**src/rtl/morse_pkg.sv**
```systemverilog
// rtl/morse_pkg.sv - shared constants for the Morse symbol decoder
package morse_pkg;

    localparam logic [1:0] ST_IDLE    = 2'd0;
    localparam logic [1:0] ST_COLLECT = 2'd1;
    localparam logic [1:0] ST_EMIT    = 2'd2;

    localparam logic [7:0] ASCII_SPACE   = 8'h20;
    localparam logic [7:0] ASCII_UNKNOWN = 8'h3F;

    localparam logic DOT  = 1'b0;
    localparam logic DASH = 1'b1;

    localparam int MAX_SYMBOLS_DEF = 5;

endpackage

```
**src/rtl/morse_lut.sv**
```systemverilog
// rtl/morse_lut.sv - {length, pattern} to ASCII table for A-Z and 0-9
// Pattern is right-aligned with the first symbol in the highest used bit; dot=0, dash=1.
module morse_lut (
    input  logic [2:0] len_i,
    input  logic [4:0] pattern_i,
    output logic       hit_o,
    output logic [7:0] ascii_o
);

    always_comb begin
        hit_o   = 1'b1;
        ascii_o = 8'h00;
        case ({len_i, pattern_i})
            8'b001_00000: ascii_o = 8'h45; // E
            8'b001_00001: ascii_o = 8'h54; // T
            8'b010_00000: ascii_o = 8'h49; // I
            8'b010_00001: ascii_o = 8'h41; // A
            8'b010_00010: ascii_o = 8'h4E; // N
            8'b010_00011: ascii_o = 8'h4D; // M
            8'b011_00000: ascii_o = 8'h53; // S
            8'b011_00001: ascii_o = 8'h55; // U
            8'b011_00010: ascii_o = 8'h52; // R
            8'b011_00011: ascii_o = 8'h57; // W
            8'b011_00100: ascii_o = 8'h44; // D
            8'b011_00101: ascii_o = 8'h4B; // K
            8'b011_00110: ascii_o = 8'h47; // G
            8'b011_00111: ascii_o = 8'h4F; // O
            8'b100_00000: ascii_o = 8'h48; // H
            8'b100_00001: ascii_o = 8'h56; // V
            8'b100_00010: ascii_o = 8'h46; // F
            8'b100_00100: ascii_o = 8'h4C; // L
            8'b100_00110: ascii_o = 8'h50; // P
            8'b100_00111: ascii_o = 8'h4A; // J
            8'b100_01000: ascii_o = 8'h42; // B
            8'b100_01001: ascii_o = 8'h58; // X
            8'b100_01010: ascii_o = 8'h43; // C
            8'b100_01011: ascii_o = 8'h59; // Y
            8'b100_01100: ascii_o = 8'h5A; // Z
            8'b100_01101: ascii_o = 8'h51; // Q
            8'b101_11111: ascii_o = 8'h30;
            8'b101_01111: ascii_o = 8'h31;
            8'b101_00111: ascii_o = 8'h32;
            8'b101_00011: ascii_o = 8'h33;
            8'b101_00001: ascii_o = 8'h34;
            8'b101_00000: ascii_o = 8'h35;
            8'b101_10000: ascii_o = 8'h36;
            8'b101_11000: ascii_o = 8'h37;
            8'b101_11100: ascii_o = 8'h38;
            8'b101_11110: ascii_o = 8'h39;
            default: begin
                hit_o   = 1'b0;
                ascii_o = 8'h00;
            end
        endcase
    end

endmodule

```
**src/rtl/morse_symbol_decoder.sv**
```systemverilog
// rtl/morse_symbol_decoder.sv - buffers dot/dash pulses and emits one ASCII character per commit
module morse_symbol_decoder
    import morse_pkg::*;
#(
    parameter int MAX_SYMBOLS = MAX_SYMBOLS_DEF,
    parameter int GAP_CYCLES  = 75_000_000,
    parameter int CNT_W       = 27
) (
    input  logic       clk,
    input  logic       rst,
    input  logic       dot_pulse,
    input  logic       dash_pulse,
    input  logic       enter_pulse,
    output logic [7:0] char_data,
    output logic       char_valid,
    input  logic       char_ready,
    output logic [2:0] sym_count,
    output logic       overrun
);

    logic [1:0]             state_q, state_d;
    logic [MAX_SYMBOLS-1:0] pat_q, pat_d, app_pat;
    logic [2:0]             cnt_q, cnt_d, app_cnt;
    logic                   err_q, err_d, app_err;
    logic [CNT_W-1:0]       gap_q, gap_d, gap_inc;
    logic [7:0]             char_q, char_d;
    logic                   ovr_q, ovr_d;
    logic                   any_sym, both_sym, one_sym, full, commit_gap;
    logic                   lut_hit;
    logic [7:0]             lut_ascii;

    assign any_sym  = dot_pulse | dash_pulse;
    assign both_sym = dot_pulse & dash_pulse;
    assign one_sym  = dot_pulse ^ dash_pulse;
    assign full     = (cnt_q == 3'(MAX_SYMBOLS));
    assign gap_inc  = gap_q + 1'b1;

    // Buffer contents as they will be after this cycle's symbol, so a symbol
    // arriving with enter is included in the same commit.
    always_comb begin
        app_pat = pat_q;
        app_cnt = cnt_q;
        app_err = err_q;
        if (both_sym || (one_sym && full)) begin
            app_err = 1'b1;
        end else if (one_sym) begin
            app_pat = {pat_q[MAX_SYMBOLS-2:0], dash_pulse ? DASH : DOT};
            app_cnt = cnt_q + 3'd1;
        end
    end

    morse_lut u_lut (
        .len_i     (app_cnt),
        .pattern_i (5'(app_pat)),
        .hit_o     (lut_hit),
        .ascii_o   (lut_ascii)
    );

    assign commit_gap = (state_q == ST_COLLECT) && !any_sym && (GAP_CYCLES != 0)
                        && (gap_inc == CNT_W'(GAP_CYCLES));

    always_comb begin
        state_d = state_q;
        pat_d   = pat_q;
        cnt_d   = cnt_q;
        err_d   = err_q;
        gap_d   = gap_q;
        char_d  = char_q;
        ovr_d   = 1'b0;
        case (state_q)
            ST_IDLE, ST_COLLECT: begin
                ovr_d = both_sym || (one_sym && full);
                pat_d = app_pat;
                cnt_d = app_cnt;
                err_d = app_err;
                if (any_sym) begin
                    gap_d = '0;
                end else if (state_q == ST_COLLECT && gap_q != '1) begin
                    gap_d = gap_inc;
                end
                if (enter_pulse || commit_gap) begin
                    if (app_cnt == 3'd0 && !app_err) begin
                        char_d = ASCII_SPACE;
                    end else if (lut_hit && !app_err) begin
                        char_d = lut_ascii;
                    end else begin
                        char_d = ASCII_UNKNOWN;
                    end
                    pat_d   = '0;
                    cnt_d   = 3'd0;
                    err_d   = 1'b0;
                    gap_d   = '0;
                    state_d = ST_EMIT;
                end else if (any_sym) begin
                    state_d = ST_COLLECT;
                end
            end
            ST_EMIT: begin
                ovr_d = any_sym | enter_pulse;
                if (char_ready) begin
                    state_d = ST_IDLE;
                end
            end
            default: state_d = ST_IDLE;
        endcase
    end

    always_ff @(posedge clk or negedge rst) begin
        if (!rst) begin
            state_q <= ST_IDLE;
            pat_q   <= '0;
            cnt_q   <= 3'd0;
            err_q   <= 1'b0;
            gap_q   <= '0;
            char_q  <= 8'h00;
            ovr_q   <= 1'b0;
        end else begin
            state_q <= state_d;
            pat_q   <= pat_d;
            cnt_q   <= cnt_d;
            err_q   <= err_d;
            gap_q   <= gap_d;
            char_q  <= char_d;
            ovr_q   <= ovr_d;
        end
    end

    assign char_data  = char_q;
    assign char_valid = (state_q == ST_EMIT);
    assign sym_count  = cnt_q;
    assign overrun    = ovr_q;

endmodule

```
**config.mk**
```make
export PLATFORM = sky130hd
export DESIGN_NAME = morse_symbol_decoder
export DESIGN_NICKNAME = d
export VERILOG_FILES = /design/src/rtl/morse_pkg.sv /design/src/rtl/morse_lut.sv /design/src/rtl/morse_symbol_decoder.sv
export SDC_FILE = /design/constraint.sdc
export NUM_CORES = 1
export LEC_CHECK = 0
export BUFFER_PORTS_ARGS = -buffer_cell sky130_fd_sc_hd__clkbuf_2
export CORE_UTILIZATION = 65
export DETAILED_ROUTE_END_ITERATION = 8
export PLACE_DENSITY = 0.84
export SYNTH_ARGS = -nofsm -noshare
export SYNTH_HDL_FRONTEND = slang
export SYNTH_SLANG_ARGS = --single-unit
```
**constraint.sdc**
```tcl
create_clock -name clk -period 4.8 [get_ports clk]
set_input_delay 0.72 -clock clk [delete_from_list [all_inputs] [get_ports clk]]
set_output_delay 0.72 -clock clk [all_outputs]
set_load 0.03 [all_outputs]
```
==> impl_metrics.json, run 1 <==
{
  "status": "finished, final reports clean",
  "drv_cap": 0,
  "period_share_pct": 74.5,
  "p_comb_share_pct": 33.1,
  "stdcell_area_mm2": 0.00397,
  "h-tree-depth": 2,
  "path_clk_slew_ns": 0.08,
  "rows": 27,
  "net-switching-power_mw": 0.435,
  "max_freq_ghz": 0.280,
  "syn_area_per_cell_um2": 7.82,
  "synth_cell_types": 65,
  "start_kind": "flop",
  "drive_above_1_share_pct": 9.73,
  "portBuffers": 17,
  "antenna_found_initial": 0,
  "grt-ovfl-total": 0,
  "dp_hpwl_um": 8000,
  "timing.rr.end": "char_data[2]",
  "fill_cells": 422,
  "peakVddDrop_mv": 0.283,
  "path_class": "reg2reg",
  "grt_usage_pct": 36.4,
  "num_io_pins": 19,
  "ys_seq_area_share_pct": 30.1,
  "grt_pass1_vias": 3639,
  "synth_warnings": 0,
  "relSlewSlack_pct": 16.4,
  "rsz0062_at_grt": "false",
  "die_w_um": 78.7,
  "swShare_pct": 38.3,
  "synthArstFlopShare_pct": 100,
  "synth_cells": 489,
  "hp-start": "char_data[6]",
  "cts_setup_buffers": 0,
  "grt_max_degree": 47,
  "drt_iter0_drc": 469,
  "vias": 4010,
  "r2r_start": "sym_count[0]",
  "cts_buffers": 5,
  "reg2reg_depth": 9,
  "fin_skew_ns": 0.0130,
  "finalMaxSlewViolations": 0,
  "cts_hold_buf": 0,
  "clk_latency_ns": 0.31,
  "synth_edf_count": 0,
  "antenna_cells": 0,
  "worstPathRequired_ns": 5.01,
  "p_leak_nw": 1.67,
  "clock-sinks": 46,
  "syn2layout_area_growth_pct": 3.70,
  "worstMarginPinSlew_ns": 1.25,
  "cts_tree": "done",
  "ys_ff_latch": 46,
  "p_clk_share_pct": 25.3,
  "setup_viol": 0,
  "wl_per_cell_um": 19.4,
  "fin_tns_setup_ns": 0,
  "worst-r2r-setup-slack_ns": 1.22,
  "cp-end-kind": "flop",
  "route.detailed.drc": 0,
  "cts_root_buf": "clkbuf_8",
  "seq_power_share_pct": 41.6,
  "initial_core_util_pct": 68.6,
  "grt_pass1_wl_um": 17800,
  "syn_nets": 501,
  "ys.flop_type": "dfrtp_1",
  "internal-power_mw": 0.701,
  "wirelength_um": 10800,
  "ant_nets": 0,
  "placed_cell_area_mm2": 0.00386,
  "min_path_cells": 1,
  "seq_area_mm2": 0.00115,
  "dr.pass1.iters": 6,
  "place_ws_ns": 1.04,
  "post_drt_via_cell_ratio": 7.23,
  "hold_path_end": "char_data[6]",
  "die_h_um": 78.7,
  "core_mm2": 0.00557,
  "cts_buffer_depth": 2,
  "hp-class": "reg2reg",
  "p_per_area_mw_per_mm2": 286,
  "setup_ws_ns": 1.22,
  "place.gp.congestion": 0.995,
  "hold_violations": 0,
  "nets": 494,
  "setup.worst_path.start": "sym_count[0]",
  "multi_input_area_mm2": 0.00245,
  "netlist_area_mm2": 0.00383,
  "arrival_ns": 3.79,
  "cts_resized": 0,
  "dieArea_mm2": 0.00620,
  "finalCriticalPeriod_ns": 3.58,
  "path_max_fanout": 18
}
## through the flow
stage / std cells / power [mW] / hold WS, ns / util, %
floorplan: 489 / 0.736 / 0.424 / -
global placement: 547 / 0.838 / 0.467 / 69.2
detailed placement: 547 / 0.847 / 0.486 / 69.2
CTS: 555 / 1.13 / 0.505 / 71.2
global route: 555 / 1.19 / 0.519 / 71.2
finish: 555 / 1.14 / 0.501 / 71.2
## cell usage after synthesis (10+ instances only)
cell      count  share of area, %
o21ai_0      26               3.4
nand2b_1     10               1.6
nand2_1      52               5.1
nand3_1      35               4.6
clkbuf_1     17               1.7
nor2_1       29               2.8
a22o_1       13               3.0
nand4_1      17               2.8
buf_2        10               1.3
and3_1       10               1.6
inv_1        16               1.6
dfrtp_1      46                30
o22ai_1      10               1.6
a21oi_1      20               2.6
nor3_1       26               3.4
## worst max-delay path by stage
stage	endpoint	slack [ns]	cells past startpoint
final	char_data[2]	1.22	9
after global routing	gap_q[16]	0.92	8
after CTS	gap_q[19]	1.33	8
after detailed placement	char_data[3]	1.04	12
after global placement	char_data[3]	1.14	11
after floorplan	char_data[6]	1.43	12
## critical path, stage by stage, from the launching register on
cell and delay [ns]:
dfrtp_1 0.66, ha_1 0.30, nand2_1 0.38, a21oi_1 0.59
nor3_1 0.16, and3_1 0.26, or4_1 0.52, o31ai_2 0.32
nor3_1 0.12, o21ai_0 0.18
## cell type report
cell class | count | area share [%]
clock inverters | 2 | 0.946
well taps | 72 | 2.27
repair buffers | 20 | 2.71
clock buffers | 6 | 1.83
inverters | 16 | 1.51
multi-input cells | 393 | 61.7
flip-flops and latches | 46 | 29.0
## power groups by stage
stage                     Sequential [mW]  Combinational [mW]  Clock (mW)
after floorplan                     0.514               0.222           0
after global placement              0.474               0.364           0
after detailed placement            0.479               0.368           0
after CTS                           0.471               0.369       0.292
after global routing                0.478               0.409       0.305
final                               0.472               0.376       0.288
## metal layers
metal  wire (µm)  part of all wire (%)  track usage (%)
met3        1230                    11             10.7
met4         323                   3.0             11.9
met1        4690                    43             50.3
met2        4550                    42             54.2
met5           0                     0                0
## placed cells by master (no fill, tap or decap), types with 10 or more instances in the layout
| cell | netlist | layout |
|---|---|---|
| dfrtp_1 | 46 | 46 |
| inv_1 | 16 | 16 |
| nand4_1 | 17 | 17 |
| clkbuf_2 | 0 | 17 |
| and3_1 | 10 | 10 |
| a22o_1 | 13 | 13 |
| nor2_1 | 29 | 29 |
| nand2b_1 | 10 | 10 |
| o22ai_1 | 10 | 10 |
| nand3_1 | 35 | 35 |
| nand2_1 | 52 | 52 |
| a21oi_1 | 20 | 20 |
| nor3_1 | 26 | 26 |
| o21ai_0 | 26 | 26 |
## kinds of logic after synthesis
| family | after synthesis | synth area share, % |
|---|---|---|
| AO/OA/AOI/OAI | 132 | 24.3 |
| buffers and inverters | 50 | 5.92 |
| multiplexers | 8 | 2.22 |
| other | 1 | 0.0980 |
| adder cells (fa/ha/maj) | 6 | 1.96 |
| XOR/XNOR | 13 | 2.98 |
| AND/OR/NAND/NOR | 233 | 32.5 |
| flip-flops | 46 | 30.1 |
## state kept, by name, indices dropped and copies added, names as in the netlist
| name | flops |
|---|---|
| state_q | 2 |
| gap_q | 27 |
| overrun | 1 |
| err_q | 1 |
| char_data | 7 |
| sym_count | 3 |
| pat_q | 5 |
Note: power is estimated with default switching activity, not from simulation.
==> run 2: changes to the inputs <==
--- a/config.mk
+++ b/config.mk
@@ -6,9 +6,9 @@
 export NUM_CORES = 1
 export LEC_CHECK = 0
 export BUFFER_PORTS_ARGS = -buffer_cell sky130_fd_sc_hd__clkbuf_2
-export CORE_UTILIZATION = 65
+export CORE_UTILIZATION = 56
 export DETAILED_ROUTE_END_ITERATION = 8
-export PLACE_DENSITY = 0.84
+export PLACE_DENSITY = 0.77
 export SYNTH_ARGS = -nofsm -noshare
 export SYNTH_HDL_FRONTEND = slang
 export SYNTH_SLANG_ARGS = --single-unit
==> constraint.sdc (replaced) <==
create_clock -name clk -period 2.95 [get_ports clk]
set_input_delay 0.4425 -clock clk [delete_from_list [all_inputs] [get_ports clk]]
set_output_delay 0.4425 -clock clk [all_outputs]
set_load 0.03 [all_outputs]
==> impl_metrics.json, run 2 (synthesis gave the netlist of run 1 again) <==
{
  "status": "finished, violations left",
  "violations": "DRC",
  "start_kind": "flop",
  "path_clk_slew_ns": 0.09,
  "portBuffers": 17,
  "fin_tns_setup_ns": 0,
  "cts_buffers": 5,
  "worstPathRequired_ns": 3.13,
  "p_leak_nw": 2.08,
  "dp_hpwl_um": 9140,
  "vias": 4241,
  "timing.rr.end": "sym_count[1]",
  "post_drt_via_cell_ratio": 6.66,
  "cts_tree": "done",
  "placed_cell_area_mm2": 0.00445,
  "drv_cap": 0,
  "worstMarginPinSlew_ns": 1.11,
  "setup_viol": 0,
  "nets": 571,
  "wl_met1_um": 5720,
  "route.detailed.drc": 1,
  "wl_per_cell_um": 18.9,
  "reg2reg_depth": 9,
  "finalMaxSlewViolations": 0,
  "antenna_found_initial": 0,
  "rsz0062_at_grt": "false",
  "final_cell_mix": "buf_4, nand2_1, dfrtp_1, nand3_1, nor2_1",
  "hold_violations": 0,
  "drt_iter0_drc": 574,
  "period_share_pct": 97.2,
  "highest_layer": "met4",
  "syn2layout_area_growth_pct": 20.0,
  "initial_core_util_pct": 59.2,
  "cp-end-kind": "flop",
  "path_class": "reg2reg",
  "fin_util_pct": 71.1,
  "largest_reg_flops": 27,
  "arrival_ns": 3.05,
  "place_inst": 629,
  "num_io_pins": 19,
  "grt_pass1_vias": 3959,
  "antenna_cells": 0,
  "hp-class": "in2async",
  "wl_met2_um": 4870,
  "grt-ovfl-total": 0,
  "path_max_fanout": 8,
  "drive_above_1_share_pct": 23.6,
  "die_w_um": 84.7,
  "setup.worst_path.start": "gap_q[2]",
  "p_per_area_mw_per_mm2": 419,
  "grt_usage_pct": 35.0,
  "stdcell_area_mm2": 0.00459,
  "fin_skew_ns": 0.0150,
  "place.gp.congestion": 0.995,
  "wirelength_um": 12000,
  "dr.pass1.iters": 9,
  "dr_wl_met3_um": 1280,
  "clock-sinks": 46,
  "cts_hold_buf": 0,
  "ant_nets": 0,
  "rows": 29,
  "cts_buffer_depth": 2,
  "mostFrequentLayoutCell": "buf_4",
  "fill_cells": 526,
  "clk_latency_ns": 0.30,
  "grt_max_degree": 47,
  "h-tree-depth": 2,
  "peakVddDrop_mv": 0.448,
  "die_h_um": 84.7,
  "worst-r2r-setup-slack_ns": 0.08,
  "grt_pass1_wl_um": 20000,
  "core_mm2": 0.00646,
  "dieArea_mm2": 0.00717,
  "finalCriticalPeriod_ns": 2.87,
  "max_freq_ghz": 0.349,
  "cts_root_buf": "clkbuf_8",
  "regMostFlops": "gap_q",
  "relSlewSlack_pct": 25.8,
  "finish.cell_count_without_fillers": 637,
  "r2r_start": "gap_q[2]"
}
[run 2: changes by cell type in the layout (fill, tap and decap cells not counted), sizes merged]
cell	delta
buf	+77
bufinv	-1
clkbuf	+1
clkinv	+1
clkinvlp	-1
[run 2: area by class of cell]
type                    instances  area [µm²]  area share [%]
clock inverters                 1        5.00           0.109
flip-flops and latches         46        1150            25.1
well taps                      77        96.3            2.10
clock buffers                   7        86.3            1.88
repair buffers                 97         686            14.9
multi-input cells             393        2510            54.6
inverters                      16        60.1            1.31
[run 2: worst max-delay path by stage]
| stage | end | slack (ns) |
|---|---|---|
| 2_1_floorplan | char_data[6] | 0.03 |
| 3_3_place_gp | char_data[0] | -0.04 |
| 3_5_place_dp | char_data[1] | -0.12 |
| 4_1_cts | gap_q[7] | 0.02 |
| 5_1_grt | char_data[3] | 0.003 |
| 6_report | sym_count[1] | 0.08 |
[run 2: timing repair]
| action | 4_1_cts | 5_1_grt |
|---|---|---|
| setup endpoints to repair | 2 | 26 |
| gates resized for setup | 2 | 8 |
| setup buffers | 0 | 0 |
| pin swaps | 0 | 2 |
[run 2: through the flow]
step / setup slack (ns) / hold slack [ns] / total power, mW
floorplan: 0.0273 / 0.147 / 1.20
global placement: -0.0364 / 0.465 / 1.48
detailed placement: -0.118 / 0.466 / 1.49
CTS: 0.0227 / 0.355 / 1.90
global route: 0.00280 / 0.379 / 2.02
finish: 0.0836 / 0.335 / 1.92
[run 2: layer usage]
| layer | up-vias | GRT usage [%] |
|---|---|---|
| met5 | - | 0 |
| met4 | 0 | 5.39 |
| met3 | 19 | 8.46 |
| met2 | 232 | 49.3 |
| met1 | 2010 | 54.7 |
| li1 | 1980 | - |
[run 2: where the power goes]
| group | total [mW] | switching, mW | internal, mW |
|---|---|---|---|
| sequential | 0.737 | 0.0474 | 0.690 |
| clock | 0.402 | 0.212 | 0.189 |
| combinational | 0.785 | 0.486 | 0.298 |
[run 2: worst max-delay path, stage by stage, from the launching register on]
cell	delay, ns
dfrtp_1	0.49
and3_2	0.30
nand3_4	0.12
or4_4	0.54
a221oi_2	0.29
and4_4	0.28
buf_4	0.13
a21oi_2	0.11
a21o_1	0.25
a22o_1	0.24
